## src/rtl/sequence_pattern_detector_param.sv

```systemverilog
// Serial pattern detector with a loadable pattern, overlap control and a saturating match counter.
// detector_out is a registered Moore flag: high in the cycle after the edge that completes a match.
module sequence_pattern_detector_param #(
   parameter int unsigned PATTERN_WIDTH = 4,
   parameter logic [PATTERN_WIDTH-1:0] PATTERN_RESET = 4'b1011,
   parameter int unsigned COUNT_WIDTH = 8
) (
   input  logic                     clock,
   input  logic                     reset,
   input  logic                     sequence_valid,
   input  logic                     sequence_in,
   input  logic                     pattern_load,
   input  logic [PATTERN_WIDTH-1:0] pattern_in,
   input  logic                     overlap_en,
   input  logic                     count_clear,
   output logic                     detector_out,
   output logic [COUNT_WIDTH-1:0]   match_count
);

   localparam int unsigned FillWidth = $clog2(PATTERN_WIDTH + 1);
   localparam logic [FillWidth-1:0] FillMax = FillWidth'(PATTERN_WIDTH);
   localparam logic [COUNT_WIDTH-1:0] CountMax = '1;

   logic [PATTERN_WIDTH-1:0] pat_q, pat_d;
   logic [PATTERN_WIDTH-1:0] hist_q, hist_d;
   logic [FillWidth-1:0]     fill_q, fill_d;
   logic                     det_q, det_d;
   logic [COUNT_WIDTH-1:0]   cnt_q, cnt_d;

   logic [PATTERN_WIDTH-1:0] hist_shift;
   logic [FillWidth-1:0]     fill_inc;
   logic                     match;

   always_comb begin
      hist_shift = {hist_q[PATTERN_WIDTH-2:0], sequence_in};
      fill_inc   = (fill_q == FillMax) ? FillMax : fill_q + 1'b1;
      match      = 1'b0;
      pat_d      = pat_q;
      hist_d     = hist_q;
      fill_d     = fill_q;
      det_d      = 1'b0;
      cnt_d      = cnt_q;

      // A load discards any bit presented on the same edge.
      if (pattern_load) begin
         pat_d  = pattern_in;
         fill_d = '0;
      end else if (sequence_valid) begin
         match  = (hist_shift == pat_q) && (fill_inc == FillMax);
         hist_d = hist_shift;
         fill_d = (match && !overlap_en) ? '0 : fill_inc;
         det_d  = match;
      end

      if (count_clear) begin
         cnt_d = match ? COUNT_WIDTH'(1) : '0;
      end else if (match && (cnt_q != CountMax)) begin
         cnt_d = cnt_q + 1'b1;
      end
   end

   always_ff @(posedge clock or negedge reset) begin
      if (!reset) begin
         pat_q  <= PATTERN_RESET;
         hist_q <= '0;
         fill_q <= '0;
         det_q  <= 1'b0;
         cnt_q  <= '0;
      end else begin
         pat_q  <= pat_d;
         hist_q <= hist_d;
         fill_q <= fill_d;
         det_q  <= det_d;
         cnt_q  <= cnt_d;
      end
   end

   assign detector_out = det_q;
   assign match_count  = cnt_q;

endmodule

```

## config.mk

```make
export PLATFORM = sky130hd
export DESIGN_NAME = sequence_pattern_detector_param
export DESIGN_NICKNAME = d
export VERILOG_FILES = /design/src/rtl/sequence_pattern_detector_param.sv
export SDC_FILE = /design/constraint.sdc
export NUM_CORES = 1
export LEC_CHECK = 0
export BUFFER_PORTS_ARGS = -buffer_cell sky130_fd_sc_hd__buf_2
export CAP_MARGIN = 25
export CORE_MARGIN = 1
export CORE_UTILIZATION = 40
export DETAILED_ROUTE_END_ITERATION = 16
export SYNTH_ARGS = -nofsm -noshare
export SYNTH_HDL_FRONTEND = slang
export SYNTH_SLANG_ARGS = --single-unit
```

## constraint.sdc

```tcl
create_clock -name clock -period 2.2 [get_ports clock]
set_clock_uncertainty 0.05 [all_clocks]
set_input_delay 0.11 -clock clock [delete_from_list [all_inputs] [get_ports clock]]
set_output_delay 0.11 -clock clock [all_outputs]
set_load 0.02 [all_outputs]
```

# [After elaboration in Yosys (flattened, before gate mapping)]
# Cells that the tools add are included.
[word_totals] ff_bits=19 out_inout_bits=9
[classes] n_addsub=2 n_eq_ne=4 n_mux=9 bitwise=1 n_reduce_logical=7
[op_table] cell="8-bit 2-to-1 mux" count=2
[op_table] cell="3-bit 2-to-1 mux" count=4
[op_table] cell="8-bit by 1-bit adder with 8-bit output, second input constant" count=1
[op_table] cell="8-bit inequality test, second input constant" count=1
[op_table] cell="3-bit equality test, second input constant" count=2
[op_table] cell="4-bit equality test" count=1
[op_table] cell="2-bit nonzero test" count=2
[op_table] cell="3-bit by 1-bit adder with 3-bit output, second input constant" count=1
[op_table] cell="1-bit logical AND" count=3
[op_table] cell="1-bit 2-to-1 mux" count=3
[op_table] cell="2-bit AND reduction" count=1
[op_table] cell="1-bit zero test" count=1
[op_table] cell="1-bit inverter" count=1

# [Longest topological paths before layout]
# Gate-level depths: netlist of the first run.
[logic_depth] depth_word=9 ltp_mapped=7

# [Worst setup path after synthesis of the first run]
# No wires, ideal clock.
[synth_timing] kind="register to register" start="reg fill_q[0]" end="reg cnt_q[7] (netlist: match_count[7])" t_arrival_ns=1.752 t_required_ns=2.072 slack_ns=0.320 stages_incl_launch_ff=8 n_path_buf=0 path_cell_list="dfrtp_1 inv_1 ha_1 nor2b_1 o21a_1 nand4_4 or4_1 a21oi_1"
[synth_between] elab_chain_cells=8 elab_cells_between_ends=9
[synth_lines] element="start, declared" line="26" text="logic [FillWidth-1:0] fill_q, fill_d;"
[synth_lines] element="start signal, assigned" line="72" text="fill_q <= fill_d;"
[synth_lines] element="3-bit by 1-bit adder with 3-bit output / 3-bit equality test (equally long branches)" line="36" text="fill_inc = (fill_q == FillMax) ? FillMax : fill_q + 1'b1;"
[synth_lines] element="3-bit 2-to-1 mux *" line="36"
[synth_lines] element="3-bit equality test *" line="49" text="match = (hist_shift == pat_q) && (fill_inc == FillMax);"
[synth_lines] element="1-bit logical AND *" line="49"
[synth_lines] element="1-bit 2-to-1 mux *" line="48" text="end else if (sequence_valid) begin"
[synth_lines] element="1-bit 2-to-1 mux *" line="45" text="if (pattern_load) begin"
[synth_lines] element="1-bit logical AND *" line="57" text="end else if (match && (cnt_q != CountMax)) begin"
[synth_lines] element="2-bit nonzero test (no line) *"
[synth_lines] element="end signal, assigned" line="74" text="cnt_q <= cnt_d;"
[synth_lines] element="end, declared" line="28" text="logic [COUNT_WIDTH-1:0] cnt_q, cnt_d;"
# Mark *: on every way between the ends. The rest lies on a longest branch, timed or not.
# A chain may end at the register's enable or synchronous reset.

# [Final worst setup path of the first run]
# Same ends and word-level chain as after synthesis.

==> impl_metrics.tcl, run 1 <==
set metrics [dict create \
    status "finished clean" \
    cp.required_ps 2390 \
    synth_top_area_share_pct 38.5 \
    ir_drop_mv 0.354 \
    fin_util_pct 49.8 \
    maxSlewViolCount 0 \
    path_cells "inv_1 -> ha_1 -> nor2b_1 -> o21a_1 -> nand4_4 -> or4_1 -> a21oi_1" \
    die_area_sq_um 2810 \
    core_area_sq_um 2480 \
    grt_start_max_net_pins 20 \
    synthTopCellsByArea "dfrtp_1 38%, dfstp_2 7.6%, mux2_2 7.6%" \
    clkSinkCount 19 \
    crit_arrival_ps 2230 \
    clk_pin_slew_worst_paths_ps 120 \
    avgViaCountPerCell 5.38 \
    grtUsageTotal_pct 16.5 \
    cts_made_buffers 3 \
    cts_tree "yes" \
    critPathLaunchType "register" \
    tightest_slew_ps 442 \
    ys_ff_latch 19 \
    syn2layout_area_growth_pct 18.6 \
    power_leakage_uw 0.000545 \
    layout_min_cycle_time_ps 2040 \
    start_util_pct 42.0 \
    crit_path_top_delay_cell "or4_1" \
    yosys.area.top_type "dfrtp_1" \
    cts_buffer_depth 2 \
    synth_area_sq_um 1040 \
    grt_setup_unrepaired "no" \
    relSlewSlack_pct 70.5 \
    r2r_cells 7 \
    grt_pass1_wl_mm 3.29 \
    crit_path_start "fill_q[0]" \
    die_w_um 53.0 \
    port_buffers 19 \
    final_cells 153 \
    nets 138 \
    crit_end "match_count[7]" \
    yosysWarnings 0 \
    r2r-start "fill_q[0]" \
    ys.flop_type "dfrtp_1" \
    synth_nets 111 \
    grt_pass1_vias 772 \
    dr.first_iter.drc_count 13 \
    total_power_uw 692 \
    antenna_found_initial 0 \
    hpwl_mm 1.53 \
    synth-edff-count 0 \
    tns_ps 0 \
    clockRootBuffer "clkbuf_4" \
    netlist_instances 97 \
    r2r_end "match_count[7]" \
    n_antenna_cell 0 \
    ys_types 34 \
    maxCapViolations 0 \
    synth.avg_cell_area_sq_um 10.7 \
    htree_levels 1 \
    finalHoldViolCount 0 \
    overflow 0 \
    clkLatencyLatePin_ps 300 \
    firstDrtPassIters 4 \
    synthArstFlopShare_pct 100 \
    drt-total-wl_mm 2.03 \
    worst-path-max-fanout 9 \
    antenna_left 0 \
    post_cts_buffers 0 \
    slowest_delay_ps 500 \
    post_drt_wl_per_cell_um 13.2 \
    cp-end-kind "register" \
    die_height_um 53.0 \
    drive_above_1_share_pct 30.9 \
    setup_violations 0 \
    path_class "register to register" \
    dp.cells 144 \
    hp-class "input pin to register" \
    vias 823 \
    fin_crit_sh_pct 92.8 \
    ios 20 \
    power.density_nw_per_um2 560 \
    place_congestion 0.744 \
    hold_depth 2 \
    rows 18 \
    holdWs_ps 23.7 \
    reg2reg_slack_ps 160 \
    fmax_mhz 490 \
    drcViolationCount 0 \
    seq_area_frac_synth_pct 46.0 \
]
==> report_power, final <==
group	total [uW]	internal (uW)	leakage, uW	switching (uW)
Clock	183	70.6	0.0000150	112
Sequential	396	377	0.000245	18.3
Combinational	114	58.6	0.000285	55.1
==> Yosys cell counts (all sizes together), types with 3 or more instances <==
| library cell | n |
|---|---|
| nand4 | 3 |
| o21ai | 6 |
| a21oi | 8 |
| nor2 | 4 |
| dfstp | 3 |
| ha | 3 |
| dfrtp | 16 |
| inv | 5 |
| nand3 | 5 |
| nor3 | 3 |
| nand2 | 5 |
| or3 | 5 |
| xnor2 | 4 |
| mux2 | 7 |
==> critical path, delay by kind of cell (launching register included) <==
family                   cells  cell delay, ps
AND/OR/NAND/NOR              3             810
buffers and inverters        1              60
adder cells (fa/ha/maj)      1             300
AO/OA/AOI/OAI                2             340
flip-flops                   1             430
==> logic make-up (layout without fill, tap and decap cells) <==
group	after synthesis	count (layout)	share of synthesized area (%)
mux	8	8	8.53
simple gates	38	38	25.4
fa+ha+maj	3	3	3.61
compound gates	18	18	9.86
flops	19	19	46.0
xor+xnor	4	4	3.37
buf+inv	7	33	3.24
==> layout make-up <==
cell class	count	area (sq um)
repair buffers	24	145
multi-input cells	71	528
well taps	30	37.5
inverters	5	18.8
flip-flops and latches	19	479
fillers	253	1240
clock buffers	4	26.3
==> worst min-delay path by stage <==
stage / endpoint / slack, ps / startpoint
5_1_grt: hist_q[0] / 10 / sequence_in
3_3_place_gp: fill_q[2] / 20 / reset
4_1_cts: hist_q[0] / 10 / sequence_in
3_5_place_dp: match_count[5] / 30 / reset
2_1_floorplan: detector_out / -240 / reset
6_report: hist_q[0] / 20 / sequence_in
==> placed cells by master (no fill, tap or decap), types with 4 or more instances in the layout <==
| cell type | netlist | final |
|---|---|---|
| nand2_1 | 5 | 5 |
| buf_2 | 0 | 19 |
| inv_1 | 5 | 5 |
| nand3_1 | 5 | 5 |
| nor2_1 | 4 | 4 |
| or3_1 | 5 | 5 |
| o21ai_0 | 6 | 6 |
| a21oi_1 | 8 | 8 |
| mux2_2 | 7 | 7 |
| dfrtp_1 | 16 | 16 |
| xnor2_1 | 4 | 4 |
| dlygate4sd3_1 | 0 | 5 |
==> repair_timing <==
action,in CTS,in global routing
hold endpoints to repair,20,0
hold buffers,5,0
resized for setup,0,0
==> metrics by stage <==
stage / cell area, sq um / worst slack (ps)
finish: 1230 / 158
global route: 1230 / 40.3
CTS: 1230 / 149
detailed placement: 1160 / 171
global placement: 1160 / 247
floorplan: 1040 / 320
==> metal layers <==
layer	track usage (%)	wire length (um)
met5	0	0
met4	6.58	29
met3	3.45	51
met2	28.9	1010
met1	19.4	939
==> sequential cells by signal (all words and copies together), names as in the netlist <==
register / cells
match_count: 8
pat_q: 4
detector_out: 1
fill_q: 3
hist_q: 3
Power figures use the tool's default switching activity.
==> run 2, diff against run 1 <==
--- a/config.mk
+++ b/config.mk
@@ -7,9 +7,11 @@
 export LEC_CHECK = 0
 export BUFFER_PORTS_ARGS = -buffer_cell sky130_fd_sc_hd__buf_2
 export CAP_MARGIN = 25
+export CORE_ASPECT_RATIO = 0.9
 export CORE_MARGIN = 1
-export CORE_UTILIZATION = 40
+export CORE_UTILIZATION = 53
 export DETAILED_ROUTE_END_ITERATION = 16
+export PLACE_DENSITY = 0.77
 export SYNTH_ARGS = -nofsm -noshare
 export SYNTH_HDL_FRONTEND = slang
 export SYNTH_SLANG_ARGS = --single-unit
==> run 2 against run 1 <==
Against the previous run: design area down 0.61%; sequential share of layout area up 0.24 points; total power rose by 0.51%; first-iteration DRC count grew 140%.
==> impl_metrics.tcl, run 2 (synthesis gave the netlist of run 1 again) <==
set metrics [dict create \
    status "finished clean" \
    post_drt_wl_per_cell_um 14.3 \
    clkLatencyLatePin_ps 300 \
    hp-class "input pin to register" \
    die_w_um 48.7 \
    die_height_um 44.0 \
    avgViaCountPerCell 5.73 \
    critPathLaunchType "register" \
    final_common_cell "buf_2" \
    clockRootBuffer "clkbuf_4" \
    grt_pass1_wl_mm 3.53 \
    cp.required_ps 2390 \
    layout_common_cells "19 x buf_2, 16 x dfrtp_1, 8 x a21oi_1" \
    largest_reg_flops 8 \
    cts_buffer_depth 2 \
    core_area_sq_um 1750 \
    cts_tree "yes" \
    drcViolationCount 0 \
    finalHoldViolCount 0 \
    setup_violations 0 \
    nets 138 \
    power.density_nw_per_um2 567 \
    tns_ps 0 \
    fin_crit_sh_pct 96.7 \
    maxCapViolations 0 \
    clk_pin_slew_worst_paths_ps 110 \
    hold_buffers 5 \
    maxSlewViolCount 0 \
    design_area_sq_um 1230 \
    register_area_sq_um 479 \
    port_buffers 19 \
    syn2layout_area_growth_pct 17.9 \
    rows 14 \
    path_class "register to register" \
    holdWs_ps 12.1 \
    power_leakage_uw 0.000545 \
    grt_start_max_net_pins 20 \
    cts_resized 0 \
    firstDrtPassIters 4 \
    cp-end-kind "register" \
    grt_pass1_vias 754 \
    die_area_sq_um 2150 \
    clkSinkCount 19 \
    fin_util_pct 70.1 \
    relSlewSlack_pct 71.7 \
    htree_levels 1 \
    dp.cells 138 \
    ios 20 \
    vias 843 \
    cts_made_buffers 3 \
    overflow 0 \
    antenna_found_initial 0 \
    crit_arrival_ps 2320 \
    placed_area_sq_um 1150 \
    grt_setup_unrepaired "no" \
    grtUsageTotal_pct 22.7 \
    tightest_slew_ps 420 \
    final_cells 147 \
    start_util_pct 59.4 \
    drt-total-wl_mm 2.10 \
    dr.first_iter.drc_count 31 \
    drive_above_1_share_pct 30.9 \
    place_congestion 0.835 \
    ir_drop_mv 0.559 \
    fmax_mhz 470 \
    multi_input_area_sq_um 528 \
    layout_min_cycle_time_ps 2130 \
    nFillCells 150 \
    n_antenna_cell 0 \
    post_cts_buffers 0 \
    antenna_left 0 \
    hpwl_mm 1.52 \
    worst-path-max-fanout 9 \
]
run 2: cell counts in the layout (fill, tap and decap cells not counted):
Identical to the previous run, type by type.
run 2: cell type report:
type                            instances  share of cell area [%]
Inverter                                5                    1.53
Timing Repair Buffer                   24                    11.8
Sequential cell                        19                    39.0
Clock buffer                            4                    2.14
Tap cell                               24                    2.45
Multi-Input combinational cell         71                    43.0
run 2: worst max-delay path, stage by stage (launching register included):
cell	delay [ps]
dfrtp_1	440
inv_1	70
ha_1	310
nor2b_1	160
o21a_1	210
nand4_4	170
or4_1	500
a21oi_1	160
run 2: where the power goes:
group,switching (uW),internal [uW]
Sequential,19.1,377
Combinational,57.4,58.6
Clock,112,70.8
Total,189,507
run 2: stage by stage:
step	setup slack (ps)	total power (uW)
detailed placement	126	513
CTS	115	704
finish	71.8	695
global route	15.3	728
global placement	252	504
floorplan	320	480
run 2: path summary, 6_finish.rpt:
check	start	to	slack, ps	cells after the start
max	fill_q[0]	match_count[7]	70	7
min	sequence_in	hist_q[0]	10	2
max reg2reg	fill_q[0]	match_count[7]	70	7
min reg2reg	hist_q[2]	hist_q[2]	490	1
max in group asynchronous	reset	pat_q[0]	1540	2
min in group asynchronous	reset	hist_q[0]	230	2
run 2: metal layers:
layer  track usage (%)  vias to the layer above  wire length (um)
li1                  -                      402                 -
met1              29.3                      400               906
met2              37.2                       34              1020
met3              5.50                        7               126
met4              10.0                        0                48
met5                 0                        -                 0
==> run 3, diff against run 2 <==
--- a/config.mk
+++ b/config.mk
@@ -9,9 +9,9 @@
 export CAP_MARGIN = 25
 export CORE_ASPECT_RATIO = 0.9
 export CORE_MARGIN = 1
-export CORE_UTILIZATION = 53
+export CORE_UTILIZATION = 55
 export DETAILED_ROUTE_END_ITERATION = 16
-export PLACE_DENSITY = 0.77
+export PLACE_DENSITY = 0.79
 export SYNTH_ARGS = -nofsm -noshare
 export SYNTH_HDL_FRONTEND = slang
 export SYNTH_SLANG_ARGS = --single-unit
==> constraint.sdc (replaced) <==
create_clock -name clock -period 2.7 [get_ports clock]
set_clock_uncertainty 0.05 [all_clocks]
set_input_delay 0.135 -clock clock [delete_from_list [all_inputs] [get_ports clock]]
set_output_delay 0.135 -clock clock [all_outputs]
set_load 0.02 [all_outputs]
==> run 3 against run 2 <==
Against the previous run: wire length is 9.3% lower; cell count shrank 2.7%; total power fell by 20%; utilization is 0.83 points lower.
==> impl_metrics.tcl, run 3 (synthesis gave the netlist of run 1 again) <==
set metrics [dict create \
    status "finished clean" \
    drcViolationCount 0 \
    power.density_nw_per_um2 466 \
    path_class "register to register" \
    rows 14 \
    worst_slack_ps 656 \
    syn2layout_area_growth_pct 14.2 \
    dr.first_iter.drc_count 13 \
    antenna_found_initial 0 \
    cts_buffer_depth 2 \
    port_buffers 19 \
    place_congestion 0.814 \
    clkSinkCount 19 \
    avgViaCountPerCell 5.69 \
    fin_crit_sh_pct 75.7 \
    final_common_cell "buf_2" \
    layout_min_cycle_time_ps 2040 \
    cts_tree "yes" \
    crit_family "simple AND/OR/NAND/NOR gates" \
    htree_levels 1 \
    critPathLaunchType "register" \
    vias 813 \
    dp_slack_ps 679 \
    maxSlewViolCount 0 \
    core_area_sq_um 1720 \
    grt_setup_unrepaired "no" \
    n_antenna_cell 0 \
    grt_pass1_wl_mm 3.35 \
    holdWs_ps 8.42 \
    die_w_um 47.9 \
    tightest_slew_ps 417 \
    fmax_mhz 489 \
    clk_pin_slew_worst_paths_ps 110 \
    fin_util_pct 69.2 \
    die_area_sq_um 2070 \
    hp-class "input pin to register" \
    crit_path_top_delay_cell "or4_1" \
    start_util_pct 60.6 \
    grt_pass1_vias 777 \
    post_cts_buffers 0 \
    post_drt_wl_per_cell_um 13.3 \
    drt-total-wl_mm 1.90 \
    relSlewSlack_pct 71.9 \
    crit_arrival_ps 2230 \
    firstDrtPassIters 4 \
    cts_resized 0 \
    path_buf_inv 1 \
    slowest_delay_ps 490 \
    path_cells "inv_1 -> ha_1 -> nor2b_1 -> o21a_1 -> nand4_4 -> or4_1 -> a21oi_1" \
    drive_above_1_share_pct 32.8 \
    power_leakage_uw 0.000531 \
    ios 20 \
    clkLatencyLatePin_ps 300 \
    hpwl_mm 1.50 \
    cp.required_ps 2890 \
    ir_drop_mv 0.606 \
    maxCapViolations 0 \
    nets 134 \
    worst-path-max-fanout 9 \
    largest_reg_flops 8 \
    layout_common_cells "19 x buf_2, 16 x dfrtp_1, 8 x a21oi_1" \
    cp-end-kind "register" \
    grt_start_max_net_pins 20 \
    finalHoldViolCount 0 \
    clockRootBuffer "clkbuf_4" \
    die_height_um 43.3 \
    antenna_left 0 \
    setup_violations 0 \
    cts_made_buffers 3 \
    tns_ps 0 \
    overflow 0 \
    grtUsageTotal_pct 23.6 \
]
## run 3: changes by cell type in the layout (fill, tap and decap cells not counted), sizes merged
cell,change
dlygate4sd3,-4
clkbuf,-1
clkinv,+1
## run 3: final timing paths
| check | slack (ps) | startpoint | end | cells past startpoint |
|---|---|---|---|---|
| worst min register to register | 490 | hist_q[2] | hist_q[2] | 1 |
| min in group asynchronous | 240 | reset | match_count[2] | 2 |
| worst max-delay path | 660 | fill_q[0] | match_count[7] | 7 |
| worst min-delay path | 8 | pattern_in[0] | pat_q[0] | 2 |
| worst max register to register | 660 | fill_q[0] | match_count[7] | 7 |
| max in group asynchronous | 2030 | reset | pat_q[3] | 2 |
## run 3: routing by layer
metal	vias up	part of all wire, %	GRT usage, %
met1	389	45	32.4
met4	0	1.2	5.00
met3	4	5.4	7.66
met2	21	49	35.9
li1	399	-	-
met5	-	0	0
## run 3: worst reg2reg max path, delay by kind of cell (launching register included)
family | cells | cell delay, ps
adders and majority gates | 1 | 310
and+or+nand+nor | 3 | 810
DFF | 1 | 410
buffers and inverters | 1 | 60
AOI/OAI and AO/OA | 2 | 340
## run 3: final cells by class
class / count / area (sq um)
clock buffers: 3 / 22.5
clock inverters: 1 / 5.00
fillers: 145 / 528
inverters: 5 / 18.8
multi-input cells: 71 / 528
flip-flops and latches: 19 / 479
well taps: 24 / 30.0
repair buffers: 20 / 105
## run 3: power by group
| group | total (uW) | internal, uW | switching, uW |
|---|---|---|---|
| clock network | 142 | 55.2 | 87.2 |
| registers | 322 | 307 | 14.9 |
| logic | 88.7 | 44.2 | 44.4 |
| total | 553 | 407 | 147 |
## run 3: what timing repair did
action	in CTS	in global routing
hold buffers	1	0
endpoints found under the setup margin	0	0
endpoints found under the hold margin	16	0
## run 3: per-stage QoR
step / std cells / power (uW) / cell area [sq um]
floorplan: 97 / 391 / 1040
global placement: 138 / 411 / 1150
detailed placement: 138 / 417 / 1150
CTS: 143 / 562 / 1190
global route: 143 / 586 / 1190
finish: 143 / 553 / 1190
